[src/rtl/hdlc_pkg.sv]
// -----------------------------------------------------------------------------
// hdlc_pkg
// Shared types and constants for the HDLC receive frame controller.
//   rx_state_t      : frame controller state encoding
//   HDLC_FLAG       : the opening/closing flag pattern 01111110
//   DEF_*           : default buffer capacity, FCS length and minimum frame
//   payload_size()  : byte count minus FCS, clamped at zero
// -----------------------------------------------------------------------------
package hdlc_pkg;

    typedef enum logic [1:0] {
        IDLE  = 2'd0,
        HUNT  = 2'd1,
        FRAME = 2'd2,
        DONE  = 2'd3
    } rx_state_t;

    localparam logic [7:0] HDLC_FLAG     = 8'h7E;
    localparam int         DEF_MAX_BYTES = 128;
    localparam int         DEF_FCS_BYTES = 2;
    localparam int         DEF_MIN_BYTES = 4;

    // Payload length reported to the CPU; never goes negative.
    function automatic logic [7:0] payload_size(input int count, input int fcs);
        logic [7:0] size_v;
        if (count > fcs) begin
            size_v = 8'(count - fcs);
        end else begin
            size_v = 8'd0;
        end
        return size_v;
    endfunction

endpackage

[src/rtl/hdlc_rx_frame_ctrl_if.sv]
// -----------------------------------------------------------------------------
// hdlc_rx_frame_ctrl_if
// Bundles the Rx frame controller signals.
//   master : Rx bit datapath / CPU side (drives detections, bytes, CPU acks)
//   slave  : frame controller (drives buffer writes and frame status)
// -----------------------------------------------------------------------------
interface hdlc_rx_frame_ctrl_if;

    logic       Rx_Enable;
    logic       Rx_FlagDetect;
    logic       Rx_AbortDetect;
    logic       Rx_NewByte;
    logic [7:0] Rx_Data;
    logic       Rx_ReadDone;
    logic       Rx_Drop;

    logic       Rx_ValidFrame;
    logic       Rx_WrBuff;
    logic [7:0] Rx_WrData;
    logic       Rx_FlushBuff;
    logic       Rx_AbortSignal;
    logic       Rx_Overflow;
    logic       Rx_EoF;
    logic       Rx_Ready;
    logic [7:0] Rx_FrameSize;

    modport master (
        output Rx_Enable, Rx_FlagDetect, Rx_AbortDetect, Rx_NewByte, Rx_Data,
               Rx_ReadDone, Rx_Drop,
        input  Rx_ValidFrame, Rx_WrBuff, Rx_WrData, Rx_FlushBuff, Rx_AbortSignal,
               Rx_Overflow, Rx_EoF, Rx_Ready, Rx_FrameSize
    );

    modport slave (
        input  Rx_Enable, Rx_FlagDetect, Rx_AbortDetect, Rx_NewByte, Rx_Data,
               Rx_ReadDone, Rx_Drop,
        output Rx_ValidFrame, Rx_WrBuff, Rx_WrData, Rx_FlushBuff, Rx_AbortSignal,
               Rx_Overflow, Rx_EoF, Rx_Ready, Rx_FrameSize
    );

endinterface

[src/rtl/hdlc_rx_frame_ctrl.sv]
// -----------------------------------------------------------------------------
// hdlc_rx_frame_ctrl
// Frame-level controller of the HDLC receive path. Tracks frame boundaries from
// flag/abort detections, writes de-stuffed bytes into the Rx buffer, counts and
// bounds the frame length, and hands complete frames to the CPU.
// Ports:
//   Clk, Rst : clock, synchronous active-high reset
//   rx       : slave side of hdlc_rx_frame_ctrl_if (all outputs registered,
//              one cycle after the causing input)
// -----------------------------------------------------------------------------
module hdlc_rx_frame_ctrl
    import hdlc_pkg::*;
#(
    parameter int MAX_BYTES = DEF_MAX_BYTES,
    parameter int FCS_BYTES = DEF_FCS_BYTES,
    parameter int MIN_BYTES = DEF_MIN_BYTES
) (
    input  logic                 Clk,
    input  logic                 Rst,
    hdlc_rx_frame_ctrl_if.slave  rx
);

    localparam int CW = $clog2(MAX_BYTES + 1);

    rx_state_t   state_q,   state_d;
    logic [CW-1:0] cnt_q,   cnt_d;
    logic [CW-1:0] cnt_inc_s;
    logic        valid_q,   valid_d;
    logic        wr_q,      wr_d;
    logic [7:0]  wrdata_q,  wrdata_d;
    logic        flush_q,   flush_d;
    logic        abort_q,   abort_d;
    logic        ovf_q,     ovf_d;
    logic        eof_q,     eof_d;
    logic        ready_q,   ready_d;
    logic [7:0]  size_q,    size_d;

    // Next-state and next-output logic for the frame controller.
    always_comb begin
        state_d   = state_q;
        cnt_d     = cnt_q;
        cnt_inc_s = cnt_q;
        wr_d      = 1'b0;
        wrdata_d  = wrdata_q;
        flush_d   = 1'b0;
        abort_d   = 1'b0;
        ovf_d     = ovf_q;
        eof_d     = 1'b0;
        ready_d   = ready_q;
        size_d    = size_q;

        if (!rx.Rx_Enable) begin
            // Disabling mid-frame discards the partial frame quietly.
            state_d = IDLE;
            ready_d = 1'b0;
            if (state_q == FRAME) begin
                flush_d = 1'b1;
            end else begin
                flush_d = 1'b0;
            end
        end else begin
            case (state_q)
                IDLE: begin
                    state_d = HUNT;
                end
                HUNT: begin
                    if (rx.Rx_FlagDetect) begin
                        state_d = FRAME;
                        cnt_d   = {CW{1'b0}};
                        ovf_d   = 1'b0;
                    end else begin
                        state_d = HUNT;
                    end
                end
                FRAME: begin
                    if (rx.Rx_AbortDetect) begin
                        // Abort wins over any coincident byte or flag.
                        abort_d = 1'b1;
                        flush_d = 1'b1;
                        state_d = HUNT;
                    end else begin
                        // A coincident byte is counted before the flag is judged.
                        if (rx.Rx_NewByte) begin
                            if (cnt_q < CW'(MAX_BYTES)) begin
                                wr_d      = 1'b1;
                                wrdata_d  = rx.Rx_Data;
                                cnt_inc_s = cnt_q + {{(CW-1){1'b0}}, 1'b1};
                            end else begin
                                ovf_d = 1'b1;
                            end
                        end else begin
                            cnt_inc_s = cnt_q;
                        end
                        cnt_d = cnt_inc_s;

                        if (rx.Rx_FlagDetect) begin
                            if (cnt_inc_s == {CW{1'b0}}) begin
                                // Back-to-back or idle flags: nothing to close.
                                state_d = FRAME;
                            end else if (cnt_inc_s < CW'(MIN_BYTES)) begin
                                // Runt frame; the same flag opens the next one.
                                flush_d = 1'b1;
                                cnt_d   = {CW{1'b0}};
                                state_d = FRAME;
                            end else begin
                                eof_d   = 1'b1;
                                size_d  = payload_size(int'(cnt_inc_s), FCS_BYTES);
                                ready_d = 1'b1;
                                state_d = DONE;
                            end
                        end else begin
                            state_d = FRAME;
                        end
                    end
                end
                DONE: begin
                    // Line activity is ignored until the CPU releases the buffer.
                    if (rx.Rx_ReadDone || rx.Rx_Drop) begin
                        flush_d = 1'b1;
                        ready_d = 1'b0;
                        state_d = HUNT;
                    end else begin
                        state_d = DONE;
                    end
                end
                default: begin
                    state_d = IDLE;
                    ready_d = 1'b0;
                end
            endcase
        end

        valid_d = (state_d == FRAME);
    end

    // State, counter and registered outputs.
    always_ff @(posedge Clk) begin
        if (Rst) begin
            state_q  <= IDLE;
            cnt_q    <= {CW{1'b0}};
            valid_q  <= 1'b0;
            wr_q     <= 1'b0;
            wrdata_q <= 8'd0;
            flush_q  <= 1'b0;
            abort_q  <= 1'b0;
            ovf_q    <= 1'b0;
            eof_q    <= 1'b0;
            ready_q  <= 1'b0;
            size_q   <= 8'd0;
        end else begin
            state_q  <= state_d;
            cnt_q    <= cnt_d;
            valid_q  <= valid_d;
            wr_q     <= wr_d;
            wrdata_q <= wrdata_d;
            flush_q  <= flush_d;
            abort_q  <= abort_d;
            ovf_q    <= ovf_d;
            eof_q    <= eof_d;
            ready_q  <= ready_d;
            size_q   <= size_d;
        end
    end

    assign rx.Rx_ValidFrame  = valid_q;
    assign rx.Rx_WrBuff      = wr_q;
    assign rx.Rx_WrData      = wrdata_q;
    assign rx.Rx_FlushBuff   = flush_q;
    assign rx.Rx_AbortSignal = abort_q;
    assign rx.Rx_Overflow    = ovf_q;
    assign rx.Rx_EoF         = eof_q;
    assign rx.Rx_Ready       = ready_q;
    assign rx.Rx_FrameSize   = size_q;

endmodule

[src/flat_wrapper.sv]
// flat-port wrapper written by rule: the top's interface ports become plain ports
module hdlc_rx_frame_ctrl_flat import hdlc_pkg::*;
#(
    parameter int MAX_BYTES = DEF_MAX_BYTES,
    parameter int FCS_BYTES = DEF_FCS_BYTES,
    parameter int MIN_BYTES = DEF_MIN_BYTES
)
  (Clk, Rst, rx_Rx_Enable, rx_Rx_FlagDetect, rx_Rx_AbortDetect, rx_Rx_NewByte, rx_Rx_Data, rx_Rx_ReadDone, rx_Rx_Drop, rx_Rx_ValidFrame, rx_Rx_WrBuff, rx_Rx_WrData, rx_Rx_FlushBuff, rx_Rx_AbortSignal, rx_Rx_Overflow, rx_Rx_EoF, rx_Rx_Ready, rx_Rx_FrameSize);
  hdlc_rx_frame_ctrl_if rx_i ();
  input  logic Clk;
  input  logic Rst;
  input wire logic [$bits(rx_i.Rx_Enable)-1:0] rx_Rx_Enable;
  input wire logic [$bits(rx_i.Rx_FlagDetect)-1:0] rx_Rx_FlagDetect;
  input wire logic [$bits(rx_i.Rx_AbortDetect)-1:0] rx_Rx_AbortDetect;
  input wire logic [$bits(rx_i.Rx_NewByte)-1:0] rx_Rx_NewByte;
  input wire logic [$bits(rx_i.Rx_Data)-1:0] rx_Rx_Data;
  input wire logic [$bits(rx_i.Rx_ReadDone)-1:0] rx_Rx_ReadDone;
  input wire logic [$bits(rx_i.Rx_Drop)-1:0] rx_Rx_Drop;
  output wire logic [$bits(rx_i.Rx_ValidFrame)-1:0] rx_Rx_ValidFrame;
  output wire logic [$bits(rx_i.Rx_WrBuff)-1:0] rx_Rx_WrBuff;
  output wire logic [$bits(rx_i.Rx_WrData)-1:0] rx_Rx_WrData;
  output wire logic [$bits(rx_i.Rx_FlushBuff)-1:0] rx_Rx_FlushBuff;
  output wire logic [$bits(rx_i.Rx_AbortSignal)-1:0] rx_Rx_AbortSignal;
  output wire logic [$bits(rx_i.Rx_Overflow)-1:0] rx_Rx_Overflow;
  output wire logic [$bits(rx_i.Rx_EoF)-1:0] rx_Rx_EoF;
  output wire logic [$bits(rx_i.Rx_Ready)-1:0] rx_Rx_Ready;
  output wire logic [$bits(rx_i.Rx_FrameSize)-1:0] rx_Rx_FrameSize;
  assign rx_i.Rx_Enable = rx_Rx_Enable;
  assign rx_i.Rx_FlagDetect = rx_Rx_FlagDetect;
  assign rx_i.Rx_AbortDetect = rx_Rx_AbortDetect;
  assign rx_i.Rx_NewByte = rx_Rx_NewByte;
  assign rx_i.Rx_Data = rx_Rx_Data;
  assign rx_i.Rx_ReadDone = rx_Rx_ReadDone;
  assign rx_i.Rx_Drop = rx_Rx_Drop;
  assign rx_Rx_ValidFrame = rx_i.Rx_ValidFrame;
  assign rx_Rx_WrBuff = rx_i.Rx_WrBuff;
  assign rx_Rx_WrData = rx_i.Rx_WrData;
  assign rx_Rx_FlushBuff = rx_i.Rx_FlushBuff;
  assign rx_Rx_AbortSignal = rx_i.Rx_AbortSignal;
  assign rx_Rx_Overflow = rx_i.Rx_Overflow;
  assign rx_Rx_EoF = rx_i.Rx_EoF;
  assign rx_Rx_Ready = rx_i.Rx_Ready;
  assign rx_Rx_FrameSize = rx_i.Rx_FrameSize;
  hdlc_rx_frame_ctrl #(.MAX_BYTES(MAX_BYTES), .FCS_BYTES(FCS_BYTES), .MIN_BYTES(MIN_BYTES)) u_core (.Clk(Clk), .Rst(Rst), .rx(rx_i));
endmodule
[config.mk]
export PLATFORM = sky130hd
export DESIGN_NAME = hdlc_rx_frame_ctrl_flat
export DESIGN_NICKNAME = d
export VERILOG_FILES = /design/src/rtl/hdlc_pkg.sv /design/src/rtl/hdlc_rx_frame_ctrl_if.sv /design/src/rtl/hdlc_rx_frame_ctrl.sv /design/src/flat_wrapper.sv
export SDC_FILE = /design/constraint.sdc
export NUM_CORES = 1
export LEC_CHECK = 0
export ABC_AREA = 1
export CORE_MARGIN = 4
export CORE_UTILIZATION = 50
export CTS_BUF_LIST = sky130_fd_sc_hd__clkbuf_4 sky130_fd_sc_hd__clkbuf_8
export DETAILED_ROUTE_END_ITERATION = 8
export GPL_TIMING_DRIVEN = 0
export PLACE_DENSITY = 0.88
export RECOVER_POWER = 50
export SETUP_SLACK_MARGIN = 0.2
export SYNTH_ARGS = -nofsm -noshare
export SYNTH_HDL_FRONTEND = slang
export SYNTH_SLANG_ARGS = --single-unit
[constraint.sdc]
create_clock -name Clk -period 5.3 [get_ports Clk]
set_clock_uncertainty 0.05 [all_clocks]
set_input_delay 1.06 -clock Clk [delete_from_list [all_inputs] [get_ports Clk]]
set_output_delay 1.06 -clock Clk [all_outputs]
set_load 0.02 [all_outputs]
## After elaboration in Yosys (flattened, before gate mapping)

Cells that the tools add are included.

| storage, ports and cells | value |
|---|---|
| register bits | 33 |
| output and inout port bits | 23 |

| cells by class | value |
|---|---|
| order comparisons | 3 |
| bitwise operators | 7 |
| reductions and logical operators | 14 |
| add/sub/neg operators | 2 |
| eq/ne operators | 12 |
| muxes and demuxes | 42 |

Operators by type and width:

| operator | number |
|---|---|
| $mux W8 | 11 |
| $mux W1 | 20 |
| $reduce_and A6 Y1 | 3 |
| $pmux W8 S2 | 1 |
| $ne A2 B2 Y1 const B | 7 |
| $mux W2 | 6 |
| $add A8 B1 Y8 const B | 1 |
| $gt A8 B2 Y1 const B | 1 |
| $logic_not A8 Y1 | 1 |
| $lt A8 B3 Y1 const B | 1 |
| $lt A8 B8 Y1 const B | 1 |
| $pmux W2 S4 | 1 |
| $sub A8 B2 Y8 const B | 1 |
| $not A1 Y1 | 7 |
| $eq A2 B2 Y1 const B | 3 |
| $pmux W1 S2 | 3 |
| $reduce_or A6 Y1 | 1 |
| $reduce_and A5 Y1 | 1 |
| $reduce_or A5 Y1 | 1 |
| $reduce_and A4 Y1 | 1 |
| $reduce_bool A2 Y1 | 2 |
| $reduce_or A3 Y1 | 1 |
| $eq A2 B1 Y1 const B | 1 |
| $logic_not A2 Y1 | 1 |
| 3 further kinds | 3 |

## Logic depth before layout (Yosys ltp)

| depth | value |
|---|---|
| depth after elaboration | 14 |
| mapped depth | 14 |
| mapped depth without buffers | 14 |

## Worst setup path before layout

Ideal clock, no wire load.

| timing | value |
|---|---|
| path kind | input port to flip-flop |
| start | in rx_Rx_NewByte |
| end | reg u_core.size_q[0] (netlist: u_core.rx.Rx_FrameSize[0]) |
| data required time | 5.181 ns |
| setup time | 0.069 ns |
| slack | 2.798 ns |
| data arrival time | 2.383 ns |
| buffers on the path | 0 |
| stages on the path | 13 |
| cell sequence | inv_2 -> nor2_4 -> or2_2 -> o21ai_2 -> inv_1 -> ha_1 -> nand3_1 -> nor2_1 -> nand2_1 -> nand2_2 -> nor2_8 -> nand2_2 -> a21oi_2 |

| on the way | value |
|---|---|
| cells in the longest elaborated chain, start to end | 7 |
| elaborated cells on any way between the ends | 12 |
| classes of those cells | add/sub: 1; order compare: 2; mux: 5; bitwise: 2; reduce/logical: 2 |

RTL lines:

| what | RTL line | text |
|---|---|---|
| start: declaration | flat_wrapper.sv:15 | `input wire logic [$bits(rx_i.Rx_NewByte)-1:0] rx_Rx_NewByte;` |
| $mux W8 * | hdlc_rx_frame_ctrl.sv:83 | `if (rx.Rx_NewByte) begin` |
| $mux W8 * | hdlc_rx_frame_ctrl.sv:76 | `if (rx.Rx_AbortDetect) begin` |
| $mux W8 * | hdlc_rx_frame_ctrl.sv:62 | `case (state_q)` |
| $mux W8 * | hdlc_rx_frame_ctrl.sv:52 | `if (!rx.Rx_Enable) begin` |
| $lt A8 B3 Y1 or $logic_not A8 Y1 (tied branches) | hdlc_rx_frame_ctrl.sv:100, hdlc_rx_frame_ctrl.sv:97 |  |
| $not A1 Y1 (no line) | -- |  |
| $reduce_and A6 Y1 (no line) | -- |  |
| end signal: assignment | hdlc_rx_frame_ctrl.sv:161 | `size_q <= size_d;` |
| end: declaration | hdlc_rx_frame_ctrl.sv:36 | `logic [7:0] size_q, size_d;` |

Every way passes the cells marked *; elsewhere a longest branch is shown, timed or not. The select of a mux whose other input is x is not followed.
A chain may end at the register's enable or synchronous reset.

## Final worst setup path

| timing | value |
|---|---|
| start | in rx_Rx_NewByte |
| end | reg u_core.size_q[3] (netlist: u_core.rx.Rx_FrameSize[3]) |

The elaborated chain is that of the path after synthesis.

==> flow_summary.ini <==
[global_route]
grt_pass1_wl_um = 6470
grt_pass1_vias = 1528
antenna_found_initial = 0
grt_max_degree = 11
grt_use_total_pct = 19.1
gr-total-overflow = 0

[floorplanning]
die_h_um = 67.1
die_w_um = 67.1
fp-row-count = 21
dieArea_mm2 = 0.00451
start_util_pct = 52.0
ioPinCount = 39
core_mm2 = 0.00336

[power]
p_int_uw = 383
clkPwrFrac_pct = 41.5
p_per_area_mw_per_mm2 = 217
power.share.switching_pct = 22.4
finalPower_uw = 494
power_leakage_nw = 1.01
p_switching_uw = 111
ir_worst_vdd_mv = 0.148
p_seq_share_pct = 50.5
p_comb_share_pct = 8.0

[drt]
via_per_inst = 4.98
wl_per_cell_um = 11.5
initialDrtViolationCount = 118
ant_nets = 0
routed_wl_um = 3860
drc = 0
vias = 1662
drt-pass1-iter-count = 4

[logic_synthesis]
synth_top_area_share_pct = 37.8
async_reset_ff_share_pct = 0
synth_nets = 261
synth_cell_types = 30
ys_top_cells_by_area = dfxtp_1 38%, nand2_1 12%, a21oi_1 6.0%, nand3_1 6.0%, nand2_2 5.7%
yosysWarningCount = 0
yosysMostFrequentCell = nand2_1
synth_top_cell_by_area = dfxtp_1
synth_flop_cell = dfxtp_1
synth_area_mm2 = 0.00175
seq_area_frac_synth_pct = 37.8
synth-edff-count = 0
netlist_instances = 242
synthTopCellsByCount = 56 x nand2_1, 33 x dfxtp_1, 24 x inv_1
avgSynthCellArea_um2 = 7.22
ys_ff_latch = 33

[sta]
max_slew.worst_pin.slew_ns = 0.605
finalSetupTns_ns = 0
slew_viol_final = 0
finalHoldViolCount = 0
layout_setup_ws_ns = 2.37
slew_headroom_pct = 59.7
period_share_pct = 55.2
final-setup-viol-count = 0
max_freq_mhz = 342
rsz0062_at_grt = false
layout_min_cycle_time_ns = 2.93

[worst_setup_path]
worst_setup_path_end_kind = register
startpoint_type = input pin
slowest_stage = dlygate4sd3_1
critPathKind = input pin to register
path_common_cell = nand2_2
cp_max_fo = 8
critical_path.cell_chain = dlygate4sd3_1 -> inv_2 -> nor2_4 -> or2_2 -> o21ai_2 -> inv_1 -> ha_1 -> nand3_1 -> nor2_1 -> nand2_1 -> nand2_2 -> nor2_8 -> nand2_2 -> a21oi_2
reg2reg_slack_ns = 3.22
cp.arrival_ns = 3.16
slowest_delay_ns = 0.59
ff2ff_path_depth = 13
required_ns = 5.53

[clocking]
cts_root_buffer = clkbuf_4
cts_setup_buffers = 0
clk_latency_ns = 0.34
clock_path_buffers = 2
numCtsBuffers = 5
cts_tree = built
ctsHoldBuffers = 0
htreeDepth = 2
cts_resized = 0
clock-sinks = 33
clk_pin_slew_worst_paths_ns = 0.10

[final_layout]
area_growth_pct = 30.0
antenna_cells = 0
final_cells = 334
fillers = 299
drive_gt1_share_pct = 17.4
fin_nets = 306

[placement]
post-place-ws_ns = 2.12
numPlacedInstances = 326
portBuffers = 38
dp_hpwl_um = 2850
gp_congestion = 0.898

[worst_hold_path]
hold_path.class = register to register
worstHoldPathCells = 2

[run_status]
status = complete, no violations

[job]
max-cap-violations = 0
==> final timing paths <==
path / start / end
max reg2reg: u_core.cnt_q[0] / u_core.rx.Rx_FrameSize[3]
min: u_core.rx.Rx_WrData[5] / u_core.rx.Rx_WrData[5]
max: rx_Rx_NewByte / u_core.rx.Rx_FrameSize[3]
min reg2reg: u_core.rx.Rx_WrData[5] / u_core.rx.Rx_WrData[5]
==> stage by stage <==
step	instance area (um^2)	utilization, %	hold slack, ns
after floorplan	1750	-	0.405
after detailed placement	2190	65.0	0.403
final	2270	67.6	0.417
after CTS	2270	67.6	0.425
after global routing	2270	67.6	0.436
after global placement	2190	65.0	0.387
==> power groups by stage <==
stage	sequential (mW)	clock (mW)	combinational, mW
2_1_floorplan	0.255	0	0.0211
3_3_place_gp	0.255	0	0.0394
3_5_place_dp	0.255	0	0.0398
4_1_cts	0.249	0.208	0.0403
5_1_grt	0.249	0.218	0.0436
6_report	0.249	0.205	0.0395
==> cell families (layout without fill, tap and decap cells) <==
group | after synthesis | in the layout | synth area share, %
buffers and inverters | 35 | 81 | 8.02
and+or+nand+nor | 128 | 128 | 36.4
AOI/OAI and AO/OA | 38 | 38 | 13.1
DFF | 33 | 33 | 37.8
xor gates and xnor gates | 5 | 5 | 2.51
adders and majority gates | 3 | 3 | 2.15
==> sequential cells by signal, summed over array words and instances, names as in the netlist <==
signal,count
u_core.rx.Rx_WrBuff,1
u_core.rx.Rx_FrameSize,8
u_core.state_q,2
u_core.rx.Rx_Overflow,1
u_core.rx.Rx_EoF,1
u_core.rx.Rx_Ready,1
u_core.rx.Rx_ValidFrame,1
u_core.rx.Rx_FlushBuff,1
u_core.cnt_q,8
u_core.rx.Rx_AbortSignal,1
u_core.rx.Rx_WrData,8
==> worst max-delay path, delay by kind of cell <==
kind / cells / cell delay [ns]
AOI/OAI and AO/OA: 2 / 0.23
and+or+nand+nor: 8 / 0.90
buffers and inverters: 3 / 0.79
adders and majority gates: 1 / 0.19
==> layout by cell type, fill, tap and decap left out, drive strengths merged, types with 2 or more instances in the layout <==
cell           instances
a21oi                 29
ha                     3
nand3                 23
xor2                   5
dfxtp                 33
nor3                   3
clkdlybuf4s50         12
buf                    2
nor2                  26
inv                   29
dlygate4sd3           26
nand3b                 2
nand2                 73
o21ai                  7
clkbuf                10
==> per-layer routing <==
layer	vias up	routed length, um	GRT usage [%]
met5	-	0	0
met4	0	74	10.9
met3	8	235	4.72
met2	41	1840	31.4
met1	756	1710	22.4
li1	857	-	-
==> final cells by class <==
class | instances | area, um^2 | area share, %
plain buffers | 5 | 27.5 | 1.21
clock buffers | 7 | 58.8 | 2.59
clock inverters | 1 | 30.0 | 1.32
inverters | 30 | 113 | 4.96
multi-input cells | 174 | 945 | 41.6
flip-flops and latches | 33 | 661 | 29.1
well taps | 46 | 57.6 | 2.53
repair buffers | 38 | 380 | 16.7
Note: power is estimated with default switching activity, not from simulation.
==> variant 1 (config.mk and constraints unchanged) <==
Take the reset off `wrdata_q` and load it in a clocked block of its own.
--- a/src/rtl/hdlc_rx_frame_ctrl.sv
+++ b/src/rtl/hdlc_rx_frame_ctrl.sv
@@ -140,7 +140,6 @@
             cnt_q    <= {CW{1'b0}};
             valid_q  <= 1'b0;
             wr_q     <= 1'b0;
-            wrdata_q <= 8'd0;
             flush_q  <= 1'b0;
             abort_q  <= 1'b0;
             ovf_q    <= 1'b0;
@@ -152,7 +151,6 @@
             cnt_q    <= cnt_d;
             valid_q  <= valid_d;
             wr_q     <= wr_d;
-            wrdata_q <= wrdata_d;
             flush_q  <= flush_d;
             abort_q  <= abort_d;
             ovf_q    <= ovf_d;
@@ -160,6 +158,10 @@
             ready_q  <= ready_d;
             size_q   <= size_d;
         end
+    end
+
+    always_ff @(posedge Clk) begin
+        wrdata_q <= wrdata_d;
     end
 
     assign rx.Rx_ValidFrame  = valid_q;
Behaviour: differs if Rst is asserted again (counterexample within 4 cycles, from zero or initial values and one cycle with Rst high); with Rst held inactive, the same outputs for 10 cycles.
==> variant 1 against the original RTL <==
  * Cell area down 3.6%
  * Sequential cell count unchanged
  * Wire length is 3.7% lower
  * Power is 4.6% lower
  * Global-route usage about the same
  * Area after synthesis shrank 4.0%
  * Core utilization is 2.4 points higher
  * Worst setup slack worse by 180 ps
  * Critical path type unchanged
  * Critical endpoint is now u_core.rx.Rx_WrData[2]$_DFFE_PP_
  * Highest routed layer unchanged
==> variant 1: results <==
group,metric,value,unit
global_routing,grt_max_degree,11,
cts,cts_max_level,2,
power_and_ir_drop,p_switching,97.3,uW
power_and_ir_drop,comb_power_share,5.8,%
routing,wl_per_cell,11.6,um
synthesis,ys_seq_area_share,44.1,%
routing,drt-total-wl,3710,um
global_routing,antenna_found_initial,0,
cts,worstSkewPairLatency,330,ps
cts,cts_buffers,5,
synthesis,syn_inst,229,
cts,cts-root-buf,"clkbuf_4",
hold_path,min_path_type,"reg -> reg",
layout,drive_above_1_share,10.2,%
power_and_ir_drop,leakagePower,0.949,nW
synthesis,syn_nets,248,
power_and_ir_drop,internal-power,374,uW
synthesis,synthTopCellsByArea,"dfxtp_1 (30%), nand2_1 (16%), edfxtp_1 (14%), a21oi_1 (5.7%), inv_1 (5.6%)",
layout,layout.nets,293,
placed_design,io_buffers,38,
global_routing,grt_pass1_wl,6270,um
run_status,status,"completed",
global_routing,grt_pass1_vias,1442,
routing,viasPerCell,5.01,
routing,dr.first_iter.drc_count,58,
synthesis,yosys-top-cells-count,"nand2_1 (72), dfxtp_1 (25), inv_1 (25)",
routing,detail_route.first_pass.iterations,4,
power_and_ir_drop,vdd_drop_max,0.161,mV
global_routing,grt.overflow.total,0,
synthesis,ys_warn_count,0,
cts,clk_pin_slew_worst_paths,100,ps
cts,cts_buffer_depth,2,
power_and_ir_drop,p_seq,259,uW
cts,cts_resized,0,
synthesis,synth_edf_count,8,
layout,fillers,253,
placed_design,dpl_cell_area,0.00211,mm^2
global_routing,track_usage,19.1,%
placed_design,hpwlAfterDp,2990,um
placed_design,dp.cells,311,
critical_path,cp.arrival,3030,ps
layout,diodes,0,
synthesis,synth_cell_types,26,
sta,relSlewSlack,56.2,%
critical_path,crit_fanout,9,
cts,post_cts_buffers,0,
synthesis,async_flop_share,0,%
placed_design,dp_slack,2080,ps
placed_design,gp_congestion,0.841,
variant 1: worst paths after layout:
kind	from	to	slack (ps)	cells past startpoint
hold / removal	u_core.rx.Rx_Ready$_SDFFE_PP0P_	u_core.rx.Rx_Ready$_SDFFE_PP0P_	410	2
setup / recovery	rx_Rx_Enable	u_core.rx.Rx_WrData[2]$_DFFE_PP_	2190	5
setup reg to reg	u_core.state_q[1]$_SDFF_PP0_	u_core.rx.Rx_WrData[2]$_DFFE_PP_	2690	8
hold reg to reg	u_core.rx.Rx_Ready$_SDFFE_PP0P_	u_core.rx.Rx_Ready$_SDFFE_PP0P_	410	2
variant 1: area by class of cell:
cell class / instances / area, um^2 / area share (%)
clock inverters: 2 / 33.8 / 1.54
multi-input cells: 163 / 811 / 37.0
repair buffers: 38 / 380 / 17.4
clock buffers: 6 / 45.0 / 2.06
well taps: 44 / 55.1 / 2.51
flip-flops and latches: 33 / 741 / 33.8
plain buffers: 2 / 7.51 / 0.343
inverters: 31 / 116 / 5.31
variant 1: critical path: stages:
cell and delay, ps:
dlygate4sd3_1 610, inv_1 120, nor2_1 540, inv_1 160, nor2_1 540
variant 1: logic make-up after synthesis:
| family | Yosys count | synth area share [%] |
|---|---|---|
| compound gates | 26 | 8.80 |
| xor+xnor | 3 | 1.57 |
| fa+ha+maj | 3 | 2.24 |
| buf+inv | 33 | 7.38 |
| flops | 33 | 44.1 |
| simple gates | 131 | 35.9 |
variant 1: routing by layer:
layer  track usage (%)  share of wire (%)
met1              22.4                 44
met2              32.0                 49
met3              6.63                5.9
met4              7.11                1.8
met5                 0                  0
==> variant 2 (same settings) <==
Without the edit above. Change the package constant `DEF_MAX_BYTES` from 128 to 256.
--- a/src/rtl/hdlc_pkg.sv
+++ b/src/rtl/hdlc_pkg.sv
@@ -16,7 +16,7 @@
     } rx_state_t;
 
     localparam logic [7:0] HDLC_FLAG     = 8'h7E;
-    localparam int         DEF_MAX_BYTES = 128;
+    localparam int         DEF_MAX_BYTES = 256;
     localparam int         DEF_FCS_BYTES = 2;
     localparam int         DEF_MIN_BYTES = 4;
 
Check against the original RTL: no difference found for any inputs over 10 cycles, from zero or initial values and one cycle with Rst high; that may be too few to reach the edited logic, so the function may still have changed.
==> variant 2 against the original RTL <==
  * Sequential cell count is 1 higher
  * Worst setup slack lost 210 ps
  * Core utilization down 1.4 points
  * Area after synthesis grew 9.4%
  * Largest power group unchanged
  * Via count rose by 18%
  * Worst hold slack worse by 16 ps
  * Wire length increased by 19%
  * First-iteration DRC count fell by 11%
  * Largest cell class unchanged
  * Cell area is 7.3% higher
  * Power is 2.0% higher
==> variant 2: results <==
group,metric,value,unit
run_status,status,"completed",
global_routing,gr-usage-met3,6.04,%
layout,fillers,329,
synthesis,synth_cell_types,28,
cts,clk_pin_slew_worst_paths,70,ps
routing,wl_per_cell,11.6,um
sta,layout_setup_ws,2170,ps
routing,vias,1965,
layout,nMultiInputCombCells,215,
routing,drt-total-wl,4580,um
power_and_ir_drop,vdd_drop_max,0.164,mV
routing,wl_met1,1870,um
sta,whs,401,ps
placed_design,dp.cells,385,
layout,layout.nets,362,
power_and_ir_drop,leakagePower,1.15,nW
layout,multi_input_area,0.00103,mm^2
synthesis,ys_seq_area_share,35.6,%
layout,drive_above_1_share,11.0,%
floorplanning,rows,22,
global_routing,grt_pass1_wl,8290,um
placed_design,dp_slack,1890,ps
synthesis,synthTopCellsByArea,"dfxtp_1 (36%), nand2_1 (21%), inv_1 (7.3%), nand3_1 (5.8%), nor2_1 (5.3%)",
layout,sh_seq_area,27.9,%
layout,nonClockInverterCount,45,
global_routing,grt_use_met1,23.4,%
placed_design,io_buffers,37,
power_and_ir_drop,powerDensity,206,mW/mm^2
global_routing,grt_max_degree,12,
routing,wl_met2,2260,um
synthesis,async_flop_share,0,%
placed_design,hpwlAfterDp,3320,um
routing,dr_wl_met3,364,um
layout,bufAreaShareNonClock,16.5,%
placed_design,gp_congestion,0.862,
synthesis,syn_nets,318,
critical_path,reg2reg_slack,2980,ps
placed_design,dpl_cell_area,0.00234,mm^2
synthesis,yosys-top-cells-count,"nand2_1 (105), inv_1 (37), dfxtp_1 (34)",
layout,clock_area_share,3.90,%
global_routing,track_usage,20.8,%
critical_path,cp.arrival,3280,ps
cts,worstSkewPairLatency,300,ps
synthesis,syn_inst,300,
sta,worst_pin_slew,493,ps
routing,dr.first_iter.drc_count,105,
cts,cts_sinks,34,
variant 2: cell count changes after synthesis, moves of 5 or more:
cell / before / now
a21oi_2: 8 / 0
inv_1: 24 / 37
o21ai_0: 0 / 5
o21ai_1: 6 / 1
nand2_2: 16 / 6
nand2_1: 56 / 105
nor2_1: 21 / 27
variant 2: kinds of logic (layout without fill, tap and decap cells):
| group | after synthesis | count (layout) | share of synthesized area [%] |
|---|---|---|---|
| buffers and inverters | 51 | 96 | 10.5 |
| adders and majority gates | 2 | 2 | 1.31 |
| AOI/OAI and AO/OA | 29 | 29 | 7.91 |
| xor gates and xnor gates | 3 | 3 | 1.37 |
| and+or+nand+nor | 181 | 181 | 43.3 |
| DFF | 34 | 34 | 35.6 |
variant 2: worst paths after layout:
kind	start	to	depth (start not counted)
max reg2reg	u_core.cnt_q[0]$_SDFFE_PP0P_	u_core.rx.Rx_FrameSize[7]$_SDFFE_PP0P_	13
min reg2reg	u_core.rx.Rx_Ready$_SDFFE_PP0P_	u_core.rx.Rx_Ready$_SDFFE_PP0P_	2
min	u_core.rx.Rx_Ready$_SDFFE_PP0P_	u_core.rx.Rx_Ready$_SDFFE_PP0P_	2
max	rx_Rx_NewByte	u_core.rx.Rx_FrameSize[7]$_SDFFE_PP0P_	14
variant 2: critical path, cell delays in order:
cell             delay (ps)
clkdlybuf4s50_1         560
nand2_2                 140
or2_0                   220
o21ai_1                 250
ha_1                    270
nand2_1                  80
nor2_2                  200
inv_2                    60
nor2_2                  150
nor2_4                   80
nand2_1                  70
nand2_1                  40
nand2_1                  70
nor2_2                   40
variant 2: power by group:
part	switching, mW	leakage (nW)	internal, mW
Combinational	0.0249	0.833	0.0174
Clock	0.0997	0.0472	0.104
Sequential	0.000702	0.274	0.256
